<file path="config.mk">
export PLATFORM = sky130hd
export DESIGN_NAME = key_encoder_83_flat
export DESIGN_NICKNAME = d
export VERILOG_FILES = /design/src/rtl/key_encoder_83_if.sv /design/src/rtl/key_encoder_83.sv /design/src/flat_wrapper.sv
export SDC_FILE = /design/constraint.sdc
export NUM_CORES = 1
export LEC_CHECK = 0
export ABC_AREA = 1
export BUFFER_PORTS_ARGS = -buffer_cell sky130_fd_sc_hd__buf_2
export CORE_ASPECT_RATIO = 0.8
export CORE_MARGIN = 4
export CORE_UTILIZATION = 45
export DETAILED_ROUTE_END_ITERATION = 8
export PLACE_DENSITY_LB_ADDON = 0.25
export SYNTH_ARGS = -nofsm -noshare
export SYNTH_HDL_FRONTEND = slang
export SYNTH_SLANG_ARGS = --single-unit
</file>
<file path="constraint.sdc">
create_clock -name clk -period 4.1 [get_ports clk]
set_input_delay 0.41 -clock clk [delete_from_list [all_inputs] [get_ports clk]]
set_output_delay 0.41 -clock clk [all_outputs]
set_load 0.03 [all_outputs]
</file>
<file path="src/rtl/key_encoder_83_if.sv">
// Key encoder bus: keypad/enable inputs toward the encoder and the
// encoded key outputs back to whoever consumes them.
interface key_encoder_83_if;
  logic [2:0] enable;
  logic [7:0] key_n;
  logic [2:0] code;
  logic       code_valid;
  logic       key_held;
  logic       multi;

  // Driver side: controls enable and key lines, observes the encoded key.
  modport master (
    output enable,
    output key_n,
    input  code,
    input  code_valid,
    input  key_held,
    input  multi
  );

  // Encoder side.
  modport slave (
    input  enable,
    input  key_n,
    output code,
    output code_valid,
    output key_held,
    output multi
  );
endinterface

</file>
<file path="src/rtl/key_encoder_83.sv">
// 8-to-3 debounced key encoder.
// The key lines are synchronized first.  A press is accepted once the
// synchronized pattern has been identical for DEBOUNCE_CYCLES cycles.  On
// acceptance, the lowest pressed index is reported with a one-cycle
// code_valid pulse.  key_held stays high until an all-released pattern has
// been stable for DEBOUNCE_CYCLES cycles.  DEBOUNCE_CYCLES must lie in
// 2..65535 so that the 16-bit counter can reach its terminal count.
module key_encoder_83 #(
  parameter int unsigned DEBOUNCE_CYCLES = 4
) (
  input  logic             clk,
  input  logic             rst,
  key_encoder_83_if.slave  bus
);

  typedef enum logic [1:0] {
    IDLE,
    DEBOUNCE,
    PRESSED,
    RELEASE
  } state_e;

  localparam logic [15:0] CNT_LAST = 16'(DEBOUNCE_CYCLES - 1);
  localparam logic [7:0]  ALL_UP   = 8'hFF;

  state_e      state_q, state_d;
  logic [7:0]  key_meta, key_s;
  logic [7:0]  snap_q, snap_d;
  logic [15:0] cnt_q, cnt_d, cnt_inc;
  logic [2:0]  code_q, code_d;
  logic        multi_q, multi_d;
  logic        valid_q, valid_d;
  logic        held_q, held_d;
  logic        enabled;

  // Lowest index with a low (pressed) bit; 0 when no bit is low.
  function automatic logic [2:0] lowest_zero(input logic [7:0] v);
    logic [2:0] r;
    r = 3'd0;
    for (int i = 7; i >= 0; i--) begin
      if (!v[i]) r = 3'(i);
    end
    return r;
  endfunction

  assign enabled = (bus.enable == 3'b100);

  // The counter saturates instead of wrapping.
  assign cnt_inc = (cnt_q == 16'hFFFF) ? cnt_q : cnt_q + 16'd1;

  // Two-flop synchronizer for the asynchronous key lines; resets to "no key".
  always_ff @(posedge clk or negedge rst) begin
    if (!rst) begin
      key_meta <= ALL_UP;
      key_s    <= ALL_UP;
    end else begin
      // NOTE: non-blocking assignments make both flops sample the pre-edge
      // values, so this forms a two-stage shift chain rather than a wire.
      key_meta <= bus.key_n;
      key_s    <= key_meta;
    end
  end

  // Next-state and datapath decode for the debounce FSM.
  always_comb begin
    // NOTE: every signal assigned here gets a default first.  This prevents
    // paths that leave a signal unassigned from inferring a latch.
    state_d = state_q;
    snap_d  = snap_q;
    cnt_d   = cnt_q;
    code_d  = code_q;
    multi_d = multi_q;
    valid_d = 1'b0;
    held_d  = held_q;

    if (!enabled) begin
      // Disable wins over every other transition; code/multi keep their values.
      state_d = IDLE;
      cnt_d   = '0;
      held_d  = 1'b0;
    end else begin
      unique case (state_q)
        IDLE: begin
          held_d = 1'b0;
          if (key_s != ALL_UP) begin
            state_d = DEBOUNCE;
            snap_d  = key_s;
            cnt_d   = '0;
          end
        end
        DEBOUNCE: begin
          if (key_s != snap_q) begin
            state_d = IDLE;
            cnt_d   = '0;
          end else if (cnt_q == CNT_LAST) begin
            state_d = PRESSED;
            cnt_d   = '0;
            code_d  = lowest_zero(snap_q);
            multi_d = ($countones(~snap_q) > 1);
            valid_d = 1'b1;
            held_d  = 1'b1;
          end else begin
            cnt_d = cnt_inc;
          end
        end
        PRESSED: begin
          held_d = 1'b1;
          if (key_s == ALL_UP) begin
            state_d = RELEASE;
            cnt_d   = '0;
          end
        end
        RELEASE: begin
          if (key_s != ALL_UP) begin
            state_d = PRESSED;
            cnt_d   = '0;
          end else if (cnt_q == CNT_LAST) begin
            state_d = IDLE;
            cnt_d   = '0;
            held_d  = 1'b0;
          end else begin
            cnt_d = cnt_inc;
          end
        end
        default: begin
          state_d = IDLE;
          cnt_d   = '0;
          held_d  = 1'b0;
        end
      endcase
    end
  end

  // State register and registered outputs.
  always_ff @(posedge clk or negedge rst) begin
    if (!rst) begin
      // NOTE: the snapshot is a plain register rather than a memory.  It is
      // reset to "no key" so that an aborted press leaves no stale pattern.
      state_q <= IDLE;
      snap_q  <= ALL_UP;
      cnt_q   <= '0;
      code_q  <= 3'd0;
      multi_q <= 1'b0;
      valid_q <= 1'b0;
      held_q  <= 1'b0;
    end else begin
      state_q <= state_d;
      snap_q  <= snap_d;
      cnt_q   <= cnt_d;
      code_q  <= code_d;
      multi_q <= multi_d;
      valid_q <= valid_d;
      held_q  <= held_d;
    end
  end

  assign bus.code       = code_q;
  assign bus.multi      = multi_q;
  assign bus.code_valid = valid_q;
  assign bus.key_held   = held_q;

endmodule

</file>
<file path="src/flat_wrapper.sv">
// flat-port wrapper written by rule: the top's interface ports become plain ports
module key_encoder_83_flat 
#(
  parameter int unsigned DEBOUNCE_CYCLES = 4
)
  (clk, rst, bus_enable, bus_key_n, bus_code, bus_code_valid, bus_key_held, bus_multi);
  key_encoder_83_if bus_i ();
  input  logic clk;
  input  logic rst;
  input wire logic [$bits(bus_i.enable)-1:0] bus_enable;
  input wire logic [$bits(bus_i.key_n)-1:0] bus_key_n;
  output wire logic [$bits(bus_i.code)-1:0] bus_code;
  output wire logic [$bits(bus_i.code_valid)-1:0] bus_code_valid;
  output wire logic [$bits(bus_i.key_held)-1:0] bus_key_held;
  output wire logic [$bits(bus_i.multi)-1:0] bus_multi;
  assign bus_i.enable = bus_enable;
  assign bus_i.key_n = bus_key_n;
  assign bus_code = bus_i.code;
  assign bus_code_valid = bus_i.code_valid;
  assign bus_key_held = bus_i.key_held;
  assign bus_multi = bus_i.multi;
  key_encoder_83 #(.DEBOUNCE_CYCLES(DEBOUNCE_CYCLES)) u_core (.clk(clk), .rst(rst), .bus(bus_i));
endmodule
</file>
==> flow_summary.toml, run 1 <==
[power]
seqPwrFrac_pct = 49.9
pwr-share-comb_pct = 19.0
power_density_mw_per_mm2 = 334.1
swShare_pct = 29.10
clockPowerShare_pct = 31.1
p_leak_nw = 1.642
peakVddDrop_mv = 0.1608
intPower_mw = 0.7599
finalPower_mw = 1.072
switching_power_mw = 0.3119

[cts]
post_cts_buffers = 0
cts.repair.resized = 0
cts-buffers-inserted = 5
cts.sinks = 48
cts_hold_buffers = 0
clk_pin_slew_ns = 0.10
insertion_delay_ns = 0.31
cts_tree = "yes"
ctsLongestPathBuffers = 2
h-tree-depth = 2
ctsRootBufferMaster = "clkbuf_8"

[setup_path]
r2r-end = "u_core.bus.multi"
cp-endpoint = "u_core.bus.multi"
max_stage_delay_ns = 0.56
end_kind = "flop"
r2r_slack_ns = 1.14
path_max_fanout = 4
reg2reg_from = "u_core.snap_q[2]"
cp.arrival_ns = 3.17
crit_slowest_cell = "dfstp_2"
critPathTopFamily = "adder cells"
path_buf_inv = 3
start_kind = "flop"
path_depth = 10
worstSetupPathType = "reg -> reg"
startpoint = "u_core.snap_q[2]"
reg2regPathDepth = 10
crit_chain = "inv_1 -> ha_1 -> fa_1 -> fa_1 -> ha_1 -> inv_1 -> fa_1 -> nand3b_1 -> o21ai_0 -> inv_1"
crit_required_ns = 4.31

[sta]
setup_viol = 0
fmax_mhz = 337.6
rsz0062_at_grt = "false"
maxSlewViolCount = 0
worst_slew_pin_slew_ns = 1.025
finClkSkew_ns = 0.008034
slew_headroom_pct = 31.67
post-route-period-util_pct = 72.25
hold_viol_final = 0
finalSetupTns_ns = 0
period_minus_slack_ns = 2.962

[die]
core_mm2 = 0.006376
rows = 26
chipHeight_um = 80.39
start_util_pct = 46.23
pin_count = 19
die_w_um = 98.49
fp.dieArea_mm2 = 0.007918

[synth]
ys_seq_area_share_pct = 41.77
synth_area_leaders = "dfstp_2 (21%), dfrtp_1 (20%), nand2_1 (13%)"
synth_commonest_cells = "nand2_1 (102), inv_1 (62), nor2_1 (46), nand3_1 (25)"
synth_top_area_cell = "dfstp_2"
yosys_warnings = 0
synth_edf_count = 0
syn_avg_cell_area_um2 = 7.717
syn-cell-area_mm2 = 0.002948
synth-seq-cells = 48
synth_top_flop_cell = "dfstp_2"
syn_inst = 382
yosysMostFrequentCell = "nand2_1"
synthDistinctLibCells = 33
ys_async_sr_fraction_pct = 100.0
syn-num-nets = 413
synth.top_cell.area_share_pct = 21.39

[route]
drc_errors = 0
antenna_left = 0
num_vias = 2357
viasPerCell = 4.840
drt_iter0_drc = 198
drt_first_pass_iters = 5
wire_per_inst_um = 12.12
drt_wl_total_um = 5903

[place]
port_buffers = 18
dp_hpwl_um = 4495
gp_congestion = 0.8721

[global_routing]
grt_max_degree = 49
grt_pass1_wl_um = 10720
grt-ovfl-total = 0
antenna_found_initial = 0
grt_pass1_vias = 2220
track_usage_pct = 16.98

[job]
max_cap_violations = 0

[min_path]
min-delay-start = "bus_key_n[3]"
hold_path.class = "in -> reg"

[final_layout]
num-nets-final = 433
diodes = 0
multi_input_area_mm2 = 0.001429
area_growth_syn_to_layout_pct = 8.829
utilization_pct = 50.31
fillers = 639
drive_gt1_share_pct = 18.61
area.sequential_mm2 = 0.001231

[outcome]
status = "completed"
-- routing by layer --
layer	GRT usage (%)	wire, µm
met4	3.683	37
met3	3.038	328
met5	0	0
met1	26.20	3133
met2	24.63	2403
-- per-stage QoR --
stage	worst slack [ns]	hold WS (ns)	cell area, µm²	instances
final	1.138	0.1943	3208	487
after global placement	1.209	0.3459	3099	479
after global routing	1.009	0.1722	3208	487
after detailed placement	1.121	0.3468	3099	479
after floorplan	1.256	0.1144	2948	382
after CTS	1.124	0.1820	3208	487
-- registers in the layout, summed over array words and instances, names as in the netlist --
name,cells
u_core.cnt_q,16
u_core.key_meta,8
u_core.key_s,8
u_core.snap_q,8
u_core.bus.code,3
u_core.state_q,2
u_core.bus.code_valid,1
u_core.bus.key_held,1
u_core.bus.multi,1
-- cell usage in the layout, fill, tap and decap left out, types with 7 or more instances in the layout --
master / count
buf_2: 18
nand3_1: 25
nor2_2: 7
nand4_1: 9
dfstp_2: 24
inv_1: 62
a21oi_1: 9
nor2_1: 46
dfrtp_1: 24
nand2_1: 102
o21ai_0: 12
ha_1: 14
-- cell type report --
class                   count  area share, %
well taps                  84          3.276
flip-flops and latches     48          38.38
repair buffers             18          2.808
multi-input cells         264          44.54
clock buffers               6          2.925
inverters                  65          7.605
clock inverters             2         0.4680
-- worst register-to-register path, cell delays in order, from the launching register on --
cell and delay [ns]:
dfstp_2 0.56, inv_1 0.08, ha_1 0.23, fa_1 0.49
fa_1 0.56, ha_1 0.14, inv_1 0.04, fa_1 0.48
nand3b_1 0.08, o21ai_0 0.15, inv_1 0.05
-- logic make-up (layout without fill, tap and decap cells) --
family / Yosys count / in the layout / share of synthesized area [%]
and+or+nand+nor: 209 / 209 / 32.00
buffers and inverters: 70 / 91 / 9.762
DFF: 48 / 48 / 41.77
AOI/OAI and AO/OA: 30 / 30 / 5.730
adders and majority gates: 18 / 18 / 8.659
xor gates and xnor gates: 7 / 7 / 2.080
-- worst min-delay path by stage --
| stage | end | slack (ns) | depth (start not counted) |
|---|---|---|---|
| after floorplan | u_core.bus.code[0] | 0.11 | 0 |
| after global placement | u_core.key_s[5] | 0.35 | 0 |
| after detailed placement | u_core.key_s[2] | 0.35 | 0 |
| after CTS | u_core.key_meta[4] | 0.18 | 1 |
| after global routing | u_core.key_meta[3] | 0.17 | 1 |
| final | u_core.key_meta[3] | 0.19 | 1 |
-- power by group through the flow --
stage               Sequential, mW  Combinational, mW  Clock (mW)
global route                 0.539              0.251       0.364
detailed placement           0.543              0.208           0
global placement             0.542              0.198           0
floorplan                    0.538              0.151           0
CTS                          0.535              0.208       0.349
finish                       0.535              0.203       0.334
Power figures use the tool's default switching activity.
==> run 2: changes to the inputs <==
- ABC_AREA: 1 -> 0
- clock period: 4.1 -> 2.6 ns (I/O delays scaled with it)
==> run 2 against run 1 <==
The run now ends with setup timing left; fmax grew 3.4%; clock skew shrank 0.0030 ns; first-iteration DRC count shrank 50%; critical endpoint unchanged; sequential power grew 57%; cell area shrank 6.9%; setup slack lost 1.4 ns; total power grew 70%; via count shrank 22%; flip-flop and latch count is the same; largest power group unchanged.
==> flow_summary.toml, run 2 <==
[synth]
ys_seq_area_share_pct = 47.51
synth.top_cell.area_share_pct = 24.34
synth_commonest_cells = "dfrtp_1 (24), dfstp_2 (24), inv_1 (23), a21oi_1 (15), ha_1 (14)"
syn-num-nets = 267
ys_async_sr_fraction_pct = 100.0
syn_avg_cell_area_um2 = 10.98
synth_edf_count = 0
synth_top_flop_cell = "dfstp_2"
syn-cell-area_mm2 = 0.002591
synthDistinctLibCells = 47
synth_area_leaders = "dfstp_2 (24%), dfrtp_1 (23%), ha_1 (6.8%)"
syn_inst = 236
synth-seq-cells = 48
synth_top_area_cell = "dfstp_2"
yosys_warnings = 0

[final_layout]
area.sequential_mm2 = 0.001231
fillers = 484
multi_input_area_mm2 = 0.001272
drive_gt1_share_pct = 33.21
num-nets-final = 298
diodes = 0
layout_common_cells = "dfrtp_1 (24), dfstp_2 (24), inv_1 (18), buf_2 (18), a21oi_1 (15)"
finalInstanceArea_mm2 = 0.002987
area_growth_syn_to_layout_pct = 15.26
regMostFlops = "u_core.cnt_q"
utilization_pct = 54.05
largest_register_ffs = 16

[route]
drt_first_pass_iters = 4
drt_iter0_drc = 99
wire_per_inst_um = 14.60
antenna_left = 0
num_vias = 1846
viasPerCell = 5.335
drc_errors = 0
drt_wl_total_um = 5050

[power]
power_density_mw_per_mm2 = 609.7
p_leak_nw = 1.272
finalPower_mw = 1.821
peakVddDrop_mv = 0.2672

[sta]
rsz0062_at_grt = "true"
finClkSkew_ns = 0.005066
maxSlewViolCount = 0
fin_ws_ns = -0.2654
hold_viol_final = 0
worst_slew_pin_slew_ns = 0.6291
post-route-period-util_pct = 110.2
whs_ns = 0.04764
slew_headroom_pct = 57.78
fmax_mhz = 349.0
period_minus_slack_ns = 2.865
setup_viol = 1

[global_routing]
grt_pass1_vias = 1817
track_usage_pct = 15.56
antenna_found_initial = 0
grt-ovfl-total = 0
grt_max_degree = 26
grt_pass1_wl_um = 8645

[cts]
cts-buffers-inserted = 5
clk_pin_slew_ns = 0.09
cts_tree = "yes"
insertion_delay_ns = 0.30
post_cts_buffers = 0
ctsLongestPathBuffers = 2
ctsRootBufferMaster = "clkbuf_8"
cts.sinks = 48
h-tree-depth = 2

[place]
port_buffers = 18
place_area_mm2 = 0.002868
dp_slack_ns = -0.2677
gp_congestion = 0.7756
dp_hpwl_um = 3789

[die]
die_w_um = 92.84
fp.dieArea_mm2 = 0.007044
rows = 24
pin_count = 19
core_mm2 = 0.005525
start_util_pct = 46.90
chipHeight_um = 75.87

[outcome]
status = "finished, violations left"
violations = "setup timing"

[setup_path]
r2r-end = "u_core.bus.multi"
crit_required_ns = 2.80
cp.arrival_ns = 3.06
reg2reg_from = "u_core.snap_q[5]"
worstSetupPathType = "reg -> reg"
reg2regPathDepth = 9
end_kind = "flop"
r2r_slack_ns = -0.27
path_max_fanout = 3
start_kind = "flop"

[min_path]
hold_path.class = "in -> reg"
holdPathStages = 1
hold_end = "u_core.key_meta[4]"
min-delay-start = "bus_key_n[4]"

[job]
max_cap_violations = 0
run 2: cell types whose count changed after synthesis, sizes merged, moves of 6 or more:
| cell | delta |
|---|---|
| inv | -42 |
| nand3 | -16 |
| or3 | +6 |
| mux2 | +11 |
| nand2 | -100 |
| or4 | +7 |
| nor2 | -49 |
| o31ai | +8 |
| o21ai | -7 |
run 2: cell type report:
type / count / area share (%)
multi-input cells: 158 / 42.61
flip-flops and latches: 48 / 41.22
repair buffers: 31 / 6.368
well taps: 78 / 3.268
clock buffers: 6 / 3.142
inverters: 23 / 2.891
clock inverters: 2 / 0.5027
run 2: critical path, cell delays in order, from the launching register on:
cell      delay [ns]
dfstp_2         0.55
inv_2           0.05
ha_4            0.15
fa_1            0.48
fa_1            0.51
ha_2            0.18
inv_2           0.03
fa_1            0.47
nand3b_1        0.08
mux2_4          0.26
run 2: kinds of logic after synthesis:
family,count (synthesis),share of synthesized area (%)
flip-flops,48,47.51
buffers and inverters,30,4.925
XOR/XNOR,8,2.704
multiplexers,15,6.326
AND/OR/NAND/NOR,70,16.80
adder cells (fa/ha/maj),18,9.851
AO/OA/AOI/OAI,47,11.88
run 2: repair_timing:
item / CTS / global route
pin swaps: 1 / 0
resized for setup: 1 / 0
setup endpoints to repair: 1 / 1
hold buffers: 1 / 0
hold endpoints to repair: 11 / 0
run 2: worst max-delay path by stage:
stage	start	end	cells after the start
after floorplan	u_core.snap_q[5]	u_core.bus.multi	9
after detailed placement	u_core.snap_q[5]	u_core.bus.multi	9
after global placement	u_core.snap_q[5]	u_core.bus.multi	9
after global routing	u_core.snap_q[5]	u_core.bus.multi	9
final	u_core.snap_q[5]	u_core.bus.multi	9
after CTS	u_core.snap_q[5]	u_core.bus.multi	9
run 2: where the power goes:
| part | switching [mW] | internal, mW |
|---|---|---|
| Combinational | 0.241 | 0.220 |
| Sequential | 0.0266 | 0.816 |
| Clock | 0.266 | 0.252 |
run 2: layer usage:
layer / vias up / routed length [µm] / global-route usage [%] / share of wire (%)
li1: 924 / - / - / -
met1: 884 / 2591 / 22.75 / 51
met2: 33 / 2189 / 23.46 / 43
met3: 5 / 222 / 3.455 / 4.4
met4: 0 / 46 / 4.228 / 0.91
met5: - / 0 / 0 / 0
run 2: through the flow:
step / std cells / setup TNS (ns)
2_1_floorplan: 236 / -0.2027
3_3_place_gp: 337 / -0.1954
3_5_place_dp: 337 / -0.2677
4_1_cts: 346 / -0.2778
5_1_grt: 346 / -0.3331
6_report: 346 / -0.2654
==> run 3: changes to the inputs <==
- CORE_UTILIZATION: 45 -> 35
==> run 3 against run 2 <==
The flow still finishes with violations (setup timing); sequential power up 0.5%; clock skew increased by 0.0013 ns; critical path depth did not move; via count down 2.0%; total power rose by 0.34%; sequential share of layout area fell by 0.17 points; global-route usage is 3.7 points lower; register-to-register slack better by 0.05 ns; die area grew 26%; flip-flop and latch count unchanged.
==> flow_summary.toml, run 3 (synthesis results as in run 2) <==
[setup_path]
start_kind = "flop"
crit_required_ns = 2.80
path_max_fanout = 2
worstSetupPathType = "reg -> reg"
end_kind = "flop"
cp.arrival_ns = 3.01

[power]
clockPowerShare_pct = 31.2
pwr-share-comb_pct = 22.5
peakVddDrop_mv = 0.1987
switching_power_mw = 0.5019
power_density_mw_per_mm2 = 609.3
seqPwrFrac_pct = 46.3
intPower_mw = 1.325
finalPower_mw = 1.827
swShare_pct = 27.47
p_leak_nw = 1.269

[route]
viasPerCell = 5.127
drt_iter0_drc = 80
wire_per_inst_um = 13.71
drc_errors = 0
num_vias = 1810
antenna_left = 0
drt_wl_total_um = 4838
drt_first_pass_iters = 4

[sta]
hold_viol_final = 0
fmax_mhz = 355.8
fin_ws_ns = -0.2107
post-route-period-util_pct = 108.1
slew_headroom_pct = 49.27
maxSlewViolCount = 0
worst_slew_pin_slew_ns = 0.7609
setup_viol = 1
whs_ns = 0.01959
period_minus_slack_ns = 2.811
finClkSkew_ns = 0.006352
rsz0062_at_grt = "true"

[die]
rows = 27
fp.dieArea_mm2 = 0.008853
start_util_pct = 36.88
die_w_um = 104.2
chipHeight_um = 84.96
core_mm2 = 0.007027
pin_count = 19

[cts]
cts-buffers-inserted = 5
insertion_delay_ns = 0.30
cts.sinks = 48
ctsLongestPathBuffers = 2
cts_tree = "yes"
ctsRootBufferMaster = "clkbuf_8"
clk_pin_slew_ns = 0.09
h-tree-depth = 2

[place]
dp_slack_ns = -0.2455
port_buffers = 18
dp_hpwl_um = 3588
gp_congestion = 0.7994

[final_layout]
layout_common_cells = "dfrtp_1 (24), dfstp_2 (24), inv_1 (18), buf_2 (18), a21oi_1 (15)"
regMostFlops = "u_core.cnt_q"
diodes = 0
largest_register_ffs = 16
utilization_pct = 42.68
num-nets-final = 296
drive_gt1_share_pct = 33.08
area_growth_syn_to_layout_pct = 15.74

[global_routing]
grt_pass1_vias = 1777
grt_max_degree = 36
antenna_found_initial = 0
grt_pass1_wl_um = 8749
grt-ovfl-total = 0
track_usage_pct = 11.88

[job]
max_cap_violations = 0

[min_path]
hold_path.class = "in -> async"

[outcome]
violations = "setup timing"
status = "finished, violations left"
run 3: cell count changes in the layout (fill, tap and decap cells not counted):
cell / previous run / this run
buf_4: 12 / 11
clkbuf_16: 1 / 2
dlygate4sd3_1: 1 / 0
inv_4: 1 / 0
run 3: area by class of cell:
class,instances,area (µm²)
well taps,87,108.9
inverters,23,86.33
multi-input cells,158,1272
repair buffers,29,172.7
clock inverters,1,8.758
fillers,666,4028
clock buffers,7,118.9
flip-flops and latches,48,1231
run 3: final timing paths:
path	depth (start not counted)	start	slack, ns	to
worst max-delay path	9	u_core.snap_q[2]	-0.21	u_core.bus.multi
worst min-delay path	1	rst	0.02	u_core.cnt_q[5]
worst max register to register	9	u_core.snap_q[2]	-0.21	u_core.bus.multi
worst min register to register	0	u_core.key_meta[1]	0.36	u_core.key_s[1]
max in group asynchronous	2	rst	1.83	u_core.snap_q[3]
min in group clk	1	bus_key_n[7]	0.05	u_core.key_meta[7]
run 3: power groups by stage:
| stage | Clock, mW | Combinational [mW] | Sequential, mW |
|---|---|---|---|
| floorplan | 0 | 0.279 | 0.867 |
| global placement | 0 | 0.417 | 0.857 |
| detailed placement | 0 | 0.421 | 0.859 |
| CTS | 0.596 | 0.420 | 0.846 |
| global route | 0.630 | 0.506 | 0.852 |
| finish | 0.571 | 0.411 | 0.846 |
run 3: worst max-delay path: stages (launching register included):
cell,delay [ns]
dfstp_2,0.54
inv_2,0.05
ha_4,0.15
fa_1,0.48
fa_1,0.49
ha_2,0.16
inv_2,0.03
fa_1,0.47
nand3b_1,0.07
mux2_4,0.25
run 3: metrics by stage:
stage               TNS [ns]  area [µm²]  std cells
finish               -0.2107        2999        353
global route         -0.3411        2999        353
CTS                  -0.2282        2999        353
detailed placement   -0.2455        2872        345
global placement     -0.1917        2872        345
floorplan            -0.2027        2625        236
run 3: routing by layer:
metal	routed length [µm]	vias up	share of wire (%)	global-route usage, %
li1	-	913	-	-
met4	27	0	0.56	2.899
met1	2777	865	57	18.68
met3	186	2	3.8	3.346
met5	0	-	0	0
met2	1848	30	38	15.69
run 3: repair_timing:
action	CTS	global route
pin swaps	1	1
endpoints found under the setup margin	1	1
buffers inserted	0	0
resized for setup	0	1
hold buffers	0	0
